==> config.mk <==
export PLATFORM = sky130hd
export DESIGN_NAME = regfile_scoreboard
export DESIGN_NICKNAME = d
export VERILOG_FILES = /design/src/rtl/cpu_pkg.sv /design/src/rtl/sb_counter.sv /design/src/rtl/regfile_scoreboard.sv
export SDC_FILE = /design/constraint.sdc
export NUM_CORES = 2
export LEC_CHECK = 0
export ABC_CLOCK_PERIOD_IN_PS = 4750
export BUFFER_PORTS_ARGS = -buffer_cell sky130_fd_sc_hd__buf_2
export CAP_MARGIN = 5
export CORE_UTILIZATION = 42
export CTS_CLUSTER_DIAMETER = 30
export CTS_CLUSTER_SIZE = 25
export DETAILED_ROUTE_END_ITERATION = 8
export GPL_TIMING_DRIVEN = 0
export PLACE_DENSITY = 0.68
export SLEW_MARGIN = 25
export SYNTH_ARGS = -nofsm -noshare
export SYNTH_HDL_FRONTEND = slang
export SYNTH_SLANG_ARGS = --single-unit
==> constraint.sdc <==
create_clock -name clk -period 4.75 [get_ports clk]
set_input_delay 0.2375 -clock clk [delete_from_list [all_inputs] [get_ports clk]]
set_output_delay 0.2375 -clock clk [all_outputs]
set_load 0.05 [all_outputs]
==> src/rtl/cpu_pkg.sv <==
// Shared CPU package: architectural widths, register-index and scoreboard
// counter types, and the counter saturation limit.
package cpu_pkg;
  localparam int XLEN   = 32;
  localparam int NREG   = 32;
  localparam int AW     = 5;
  localparam int SB_MAX = 3;

  typedef logic [AW-1:0] reg_idx_t;
  typedef logic [1:0]    sb_cnt_t;
endpackage

==> src/rtl/sb_counter.sv <==
// sb_counter: in-flight write counter for one architectural register.
//   clk, rst_n      : clock, synchronous active-low reset
//   inc             : an instruction writing this register issues
//   dec_wb          : a write to this register retires at write-back
//   dec_kill        : a squashed writer to this register will never retire
//   cnt             : current count of pending writes
//   ovf, unf        : this cycle's update saturated high / clamped low
module sb_counter
  import cpu_pkg::*;
(
  input  logic    clk,
  input  logic    rst_n,
  input  logic    inc,
  input  logic    dec_wb,
  input  logic    dec_kill,
  output sb_cnt_t cnt,
  output logic    ovf,
  output logic    unf
);
  sb_cnt_t    cnt_q, cnt_d;
  logic [3:0] sum;

  // Net sum spans -2..4, so a 4-bit two's-complement value holds it exactly.
  always_comb begin
    sum   = {2'b00, cnt_q} + {3'b000, inc} - {3'b000, dec_wb} - {3'b000, dec_kill};
    unf   = sum[3];
    ovf   = !sum[3] && (sum > 4'(SB_MAX));
    cnt_d = sum[1:0];
    if (unf)      cnt_d = '0;
    else if (ovf) cnt_d = sb_cnt_t'(SB_MAX);
  end

  always_ff @(posedge clk) begin
    if (!rst_n) cnt_q <= '0;
    else        cnt_q <= cnt_d;
  end

  assign cnt = cnt_q;
endmodule

==> src/rtl/regfile_scoreboard.sv <==
// regfile_scoreboard: integer register file with per-register in-flight
// write counters that flag RAW hazards at ID.
//   clk, rst_n                 : clock, synchronous active-low reset
//   wb_rf_we, wb_WR, wb_data   : write-back port; a write also retires one
//                                pending write to wb_WR
//   id_rs1, id_rs2             : ID source indices
//   rd1, rd2                   : operand data (combinational)
//   busy1, busy2, stall        : source has an unresolved pending write
//   iss_valid, iss_we, iss_rd  : instruction leaving ID that writes iss_rd
//   kill_valid, kill_rd        : squashed writer that will never retire
//   sb_ovf, sb_unf             : sticky counter overflow / underflow
// Optional feature macro: RF_BYPASS_EN forwards the write-back data to a
// same-cycle read and hides busy when that write resolves the last pending one.
module regfile_scoreboard
  import cpu_pkg::*;
(
  input  logic            clk,
  input  logic            rst_n,
  input  logic            wb_rf_we,
  input  logic [AW-1:0]   wb_WR,
  input  logic [XLEN-1:0] wb_data,
  input  logic [AW-1:0]   id_rs1,
  input  logic [AW-1:0]   id_rs2,
  output logic [XLEN-1:0] rd1,
  output logic [XLEN-1:0] rd2,
  output logic            busy1,
  output logic            busy2,
  output logic            stall,
  input  logic            iss_valid,
  input  logic            iss_we,
  input  logic [AW-1:0]   iss_rd,
  input  logic            kill_valid,
  input  logic [AW-1:0]   kill_rd,
  output logic            sb_ovf,
  output logic            sb_unf
);
  // Entry 0 is never written, so it stays at its reset value of zero.
  logic [NREG-1:0][XLEN-1:0] regs_q, regs_d;

  always_comb begin
    regs_d = regs_q;
    if (wb_rf_we && wb_WR != '0) regs_d[wb_WR] = wb_data;
  end

  always_ff @(posedge clk) begin
    if (!rst_n) regs_q <= '0;
    else        regs_q <= regs_d;
  end

  // Scoreboard: x0 is never counted, so its slot is tied to zero.
  sb_cnt_t [NREG-1:0] cnt;
  logic    [NREG-1:0] ovf_v, unf_v;

  assign cnt[0]   = '0;
  assign ovf_v[0] = 1'b0;
  assign unf_v[0] = 1'b0;

  for (genvar r = 1; r < NREG; r++) begin : g_sb
    sb_counter u_cnt (
      .clk      (clk),
      .rst_n    (rst_n),
      .inc      (iss_valid && iss_we && iss_rd == AW'(r)),
      .dec_wb   (wb_rf_we && wb_WR == AW'(r)),
      .dec_kill (kill_valid && kill_rd == AW'(r)),
      .cnt      (cnt[r]),
      .ovf      (ovf_v[r]),
      .unf      (unf_v[r])
    );
  end

  logic ovf_q, ovf_d, unf_q, unf_d;

  always_comb begin
    ovf_d = ovf_q | (|ovf_v);
    unf_d = unf_q | (|unf_v);
  end

  always_ff @(posedge clk) begin
    if (!rst_n) begin
      ovf_q <= 1'b0;
      unf_q <= 1'b0;
    end else begin
      ovf_q <= ovf_d;
      unf_q <= unf_d;
    end
  end

  assign sb_ovf = ovf_q;
  assign sb_unf = unf_q;

  // Two identical read ports.
  logic [1:0][AW-1:0]   rs;
  logic [1:0][XLEN-1:0] rd;
  logic [1:0]           busy;

  assign rs = {id_rs2, id_rs1};

  for (genvar p = 0; p < 2; p++) begin : g_rd
`ifdef RF_BYPASS_EN
    logic wb_hit;
    assign wb_hit  = wb_rf_we && wb_WR == rs[p] && rs[p] != '0;
    assign rd[p]   = wb_hit ? wb_data : regs_q[rs[p]];
    // The retiring write is the only one pending, and its data is forwarded.
    assign busy[p] = cnt[rs[p]] != '0 && !(wb_hit && cnt[rs[p]] == 2'd1);
`else
    assign rd[p]   = regs_q[rs[p]];
    assign busy[p] = cnt[rs[p]] != '0;
`endif
  end

  assign rd1   = rd[0];
  assign rd2   = rd[1];
  assign busy1 = busy[0];
  assign busy2 = busy[1];
  assign stall = busy1 | busy2;
endmodule

Word level (Yosys, flattened, before mapping)
Cells that the tools add are included.
{"block": "totals", "register_bits": 1088, "latchBits": 0, "ramBits": 0, "romBits": 0, "out_inout_bits": 69, "elab_cells": 526, "mem_count": 0}
{"block": "classes", "addsub": 93, "n_mul": 0, "div": 0, "n_lt_le_gt_ge": 35, "eq_ne": 93, "n_shift": 0, "n_mux": 42, "n_bitwise": 4, "n_reduce_logical": 194}
{"op": "bitwise mux 1024 bit", "count": 1}
{"op": "binary-select mux 32 bit (select 5 bit)", "count": 2}
{"op": "subtractor 4 x 1 -> 4 bit", "count": 62}
{"op": "equality test 5 bit, second input constant", "count": 48}
{"op": "demux 32 bit (select 5 bit)", "count": 1}
{"op": "logical AND 1 bit", "count": 127}
{"op": "greater-than comparator 4 x 2 -> 1 bit, second input constant", "count": 31}
{"op": "equality test 5 x 4 -> 1 bit, second input constant", "count": 24}
{"op": "two-way mux 32 bit", "count": 3}
{"op": "adder 2 x 1 -> 3 bit", "count": 31}
{"op": "two-way mux 2 bit", "count": 33}
{"op": "OR reduction 2 bit", "count": 31}
{"op": "OR reduction 31 bit", "count": 2}
{"op": "equality test 5 x 3 -> 1 bit, second input constant", "count": 12}
{"op": "zero test 1 bit", "count": 31}
{"op": "equality test 5 x 2 -> 1 bit, second input constant", "count": 6}
{"op": "binary-select mux 2 bit (select 5 bit)", "count": 2}
{"op": "less-than comparator 5 x 6 -> 1 bit, second input constant", "count": 3}
{"op": "equality test 5 x 1 -> 1 bit, second input constant", "count": 3}
{"op": "greater-or-equal comparator 5 x 1 -> 1 bit, second input constant", "count": 1}
{"op": "nonzero test 5 bit", "count": 1}
{"op": "nonzero test 2 bit", "count": 2}
{"op": "bitwise OR 1 bit", "count": 3}
{"op": "inverter 1 bit", "count": 1}

Longest topological paths before layout
{"block": "logic_depth", "word_depth": 9, "mapped_depth": 15}

Hierarchy
From an unflattened synthesis, not the netlist that was laid out.
{"block": "hier_totals", "hier_cells": 6357, "hier_area_um2": 59842.4}
{"module": "regfile_scoreboard", "instances": 1, "cells_each": 5737, "area_each_um2": 54800.1, "seq_area_each_um2": 20539.7}
{"module": "sb_counter", "instances": 31, "cells_each": 20, "area_each_um2": 162.7, "seq_area_each_um2": 40.0}

Worst setup path after synthesis
No wires, ideal clock.
{"block": "synth_path", "kind": "input port to flip-flop", "start": "input port wb_WR[2]", "end": "register ovf_q (netlist: sb_ovf)", "setup_time_ns": 0.120, "arrival_time_ns": 3.414, "required_ns": 4.630, "setup_slack_ns": 1.216, "cell_stages": 13, "cell_sequence": "clkbuf_1 > or3b_2 > nor2_1 > inv_1 > clkbuf_1 > fa_1 > inv_1 > ha_1 > inv_1 > a221o_1 > a2111oi_0 > nand4_1 > o31a_1"}
{"block": "synth_via", "elab_chain_len": 8}
{"item": "from (decl)", "line": "regfile_scoreboard.sv:20", "text": "input logic [AW-1:0] wb_WR,"}
{"item": "equality test 5 x 1 -> 1 bit, or another cell as far along", "line": "regfile_scoreboard.sv:63", "text": ".dec_wb (wb_rf_we && wb_WR == AW'(r)),"}
{"item": "logical AND 1 bit", "line": "regfile_scoreboard.sv:63"}
{"item": "subtractor 4 x 1 -> 4 bit (2 in series)", "line": "sb_counter.sv:25", "text": "sum = {2'b00, cnt_q} + {3'b000, inc} - {3'b000, dec_wb} - {3'b000, dec_kill};"}
{"item": "greater-than comparator 4 x 2 -> 1 bit or zero test 1 bit (tied branches)", "line": "sb_counter.sv:27", "text": "ovf = !sum[3] && (sum > 4'(SB_MAX));"}
{"item": "logical AND 1 bit", "line": "sb_counter.sv:27"}
{"item": "OR reduction 31 bit (*)", "line": "regfile_scoreboard.sv:74", "text": "ovf_d = ovf_q | (|ovf_v);"}
{"item": "bitwise OR 1 bit (*)", "line": "regfile_scoreboard.sv:74"}
{"item": "to (signal assigned)", "line": "regfile_scoreboard.sv:83", "text": "ovf_q <= ovf_d;"}
{"item": "to (decl)", "line": "regfile_scoreboard.sv:71", "text": "logic ovf_q, ovf_d, unf_q, unf_d;"}
Mark *: on every way between the ends. The rest lies on a longest branch, timed or not.
A chain may end at the register's enable or synchronous reset.

Worst setup path after layout
{"block": "layout_path", "start": "input port wb_WR[4]", "end": "register ovf_q (netlist: sb_ovf)"}
The elaborated chain is that of the path after synthesis.

==> results_dict.tcl <==
set metrics [dict create \
    die_x_um 371 \
    critPathTopFamily "buffers and inverters" \
    syn_inst 6162 \
    place_inst 8060 \
    drt_first_pass_iters 9 \
    layout.nets 6779 \
    rsz0062_at_grt "no" \
    grt_usage 0.327 \
    design.core.area_mm2 0.135 \
    crit_slowest_cell "a2111oi_1" \
    dieHeight_um 371 \
    layout-drive-gt1-share 0.200 \
    grt_overflow 0 \
    crit_chain "clkbuf_1, dlygate4sd3_1, nand2_1, nor2_1, inv_1, buf_1, fa_1, inv_1, ha_1, nand2b_1, nand2_1, a221o_1, a2111oi_1, nand4_1, o31a_1" \
    fillerInstances 12000 \
    synth.top_cell.area_share 0.381 \
    final_cells 8565 \
    cts_buffer_depth 4 \
    required_ps 5460 \
    wl_met2_um 103000 \
    yosysTopAreaCell "dfxtp_1" \
    worst_ep_arrival_time_ps 5510 \
    seq_area_mm2 0.0218 \
    routedWlPerCell_um 26.8 \
    ant_nets 0 \
    cts_sinks 1088 \
    grt_first_pass_wirelength_um 327000 \
    synth-seq-area-share 0.381 \
    leakage_nw 23.9 \
    num_vias 52400 \
    max_freq_mhz 208 \
    crit_buf_inv 5 \
    routed_via_density 6.12 \
    slew_viol_final 0 \
    timing.hold.ws_ps 41.3 \
    multiInputGateArea_mm2 0.0325 \
    start_util 0.423 \
    synth.area.top_cells "dfxtp_1 38%, mux4_2 25%, nand2_1 13%" \
    ys.flop_type "dfxtp_1" \
    slew_headroom 0.196 \
    finalHoldViolCount 0 \
    clk_pin_slew_ps 40 \
    hold_path.class "input port to flip-flop" \
    p_per_area_mw_per_mm2 425 \
    synth_cell_types 55 \
    top_layer "met5" \
    final.period_utilization 1.01 \
    dp_hpwl_um 180000 \
    wl_met1_um 80600 \
    path_max_fanout 10 \
    clk_latency_ps 860 \
    dieArea_mm2 0.138 \
    status "finished with violations" \
    antenna_found_initial 13 \
    ir_drop_uv 405 \
    synth_edf_count 0 \
    routed-wl-met3_um 28500 \
    ioPinCount 132 \
    portBuffers 117 \
    routabilityCongestion 1.02 \
    tightest_slew_ps 1210 \
    setup_viol 1 \
    row_count 135 \
    grt_max_degree 17 \
    synth_seq_cells 1088 \
    area_growth_pct 21.3 \
    fin_util 0.513 \
    end_kind "flip-flop" \
    cts_tree "built" \
    wl_um 230000 \
    fin_skew_ps 25.6 \
    fin_crit_ps 4800 \
    crit_path_start_kind "input port" \
    grt_pass1_vias 51500 \
    synth.yosys.warnings 0 \
    drc_errors 0 \
    synth.cell_area_mm2 0.0572 \
    synth-async-reset-ratio 0 \
    violations "negative setup slack" \
    drv_cap 0 \
    drtIter0Drc 7135 \
    synth_area_per_cell_um2 9.28 \
    fin_ws_ps -49.6 \
    h-tree-depth 5 \
    syn_nets 6349 \
    cpPeakStageDelay_ps 730 \
    crit_type "input port to flip-flop" \
    cts_made_buffers 276 \
    cts_root_buffer "clkbuf_16" \
]
-- synthesized netlist by cell type, drive strengths merged, types with 2 or more instances --
| cell type | number |
|---|---|
| and3b | 2 |
| o22ai | 18 |
| inv | 151 |
| nor2b | 9 |
| and3 | 4 |
| nand3 | 8 |
| a211o | 3 |
| or2 | 4 |
| and2 | 39 |
| nor4 | 10 |
| o21ai | 15 |
| a2111oi | 13 |
| a2bb2oi | 2 |
| nand3b | 2 |
| a311oi | 13 |
| a21oi | 1049 |
| nor3 | 59 |
| or3b | 2 |
| nor2 | 122 |
| buf | 108 |
| o21a | 2 |
| or3 | 4 |
| a211oi | 6 |
| mux2 | 64 |
| ha | 93 |
| o211a | 10 |
| mux4 | 646 |
| fa | 31 |
| o31ai | 9 |
| clkbuf | 464 |
| a221oi | 3 |
| nand2 | 2035 |
| a221o | 2 |
| dfxtp | 1088 |
| nand2b | 27 |
| xnor2 | 18 |
| xor2 | 2 |
| o32ai | 2 |
| nor3b | 10 |
| nand4 | 6 |
-- repair_timing --
action,in CTS,in global routing
buffers inserted,0,0
hold buffers,34,0
endpoints found under the setup margin,0,1
hold endpoints to repair,86,0
resized for setup,0,1
-- metrics by stage --
step	area [um2]	setup WS, ps	TNS, ps	total power [mW]
floorplan	57200	1220	0	10.6
detailed placement	60000	-468	-468	11.3
global route	69400	7.14	0	30.0
global placement	60000	-443	-443	11.2
finish	69400	-49.6	-49.6	29.5
CTS	69300	83.6	0	29.4
-- flip-flops by register name, indices dropped and copies added, names as in the netlist --
name and flops:
g_sb.u_cnt.cnt 62, regs_q 1024, sb_ovf 1, sb_unf 1
-- metal layers --
metal,vias up,track usage
met4,10,0.242
met3,873,0.0920
met1,25400,0.392
met2,3647,0.503
met5,-,0
li1,22500,-
-- tightest hold or removal path: stages --
cell and delay (ps):
buf_2 120, nor3_1 90, nand2_1 100, fa_1 160, inv_1 40, a21oi_1 100
-- final cells by class --
| type | instances | area share |
|---|---|---|
| Antenna cell | 6 | 0.000216 |
| Tap cell | 1781 | 0.0321 |
| Timing Repair Buffer | 152 | 0.0135 |
| Buffer | 572 | 0.0343 |
| Sequential cell | 1088 | 0.314 |
| Clock inverter | 103 | 0.0185 |
| Clock buffer | 361 | 0.111 |
| Inverter | 152 | 0.00822 |
| Multi-Input combinational cell | 4350 | 0.468 |
-- final timing paths --
path                            slack, ps  cells after the start                     to                   from
worst min-delay path                   40                      6  g_sb[12].u_cnt.cnt[0]             kill_rd[0]
worst min register to register        460                      2             regs_q[38]             regs_q[38]
worst max register to register       1450                     10                 sb_ovf  g_sb[18].u_cnt.cnt[0]
worst max-delay path                  -50                     15                 sb_ovf               wb_WR[4]
-- where the power goes --
part | internal, mW | switching, mW | leakage (nW)
registers | 9.25 | 0.0713 | 8.77
clock network | 12.6 | 5.69 | 4.34
logic | 0.568 | 1.32 | 10.8
total | 22.4 | 7.07 | 23.9
-- cell families after synthesis --
kind of cell | after synthesis | synth area share
and+or+nand+nor | 2345 | 0.161
AOI/OAI and AO/OA | 1150 | 0.105
DFF | 1088 | 0.381
buffers and inverters | 724 | 0.0510
muxes | 711 | 0.267
adders and majority gates | 124 | 0.0312
xor gates and xnor gates | 20 | 0.00306
-- placed cells by master, fill, tap and decap left out, types with 7 or more instances in the layout --
master	count
nand2_1	2035
dfxtp_1	1088
a21oi_1	1049
mux4_2	646
clkbuf_1	485
clkbuf_16	280
buf_2	158
inv_1	145
nor2_1	122
ha_1	93
mux2_2	64
nor3_1	59
clkbuf_8	39
and2_1	38
dlygate4sd3_1	34
clkinv_2	33
buf_1	31
fa_1	31
buf_4	28
clkinvlp_4	28
nand2b_1	27
bufinv_16	25
clkbuf_2	23
o22ai_1	18
xnor2_1	18
o21ai_0	14
a311oi_1	13
a2111oi_0	12
nor3b_1	10
o211a_1	10
nor4_1	10
inv_6	10
nor2b_1	9
o31ai_1	9
nand3_1	8
buf_6	7
Note: power is estimated with default switching activity, not from simulation.
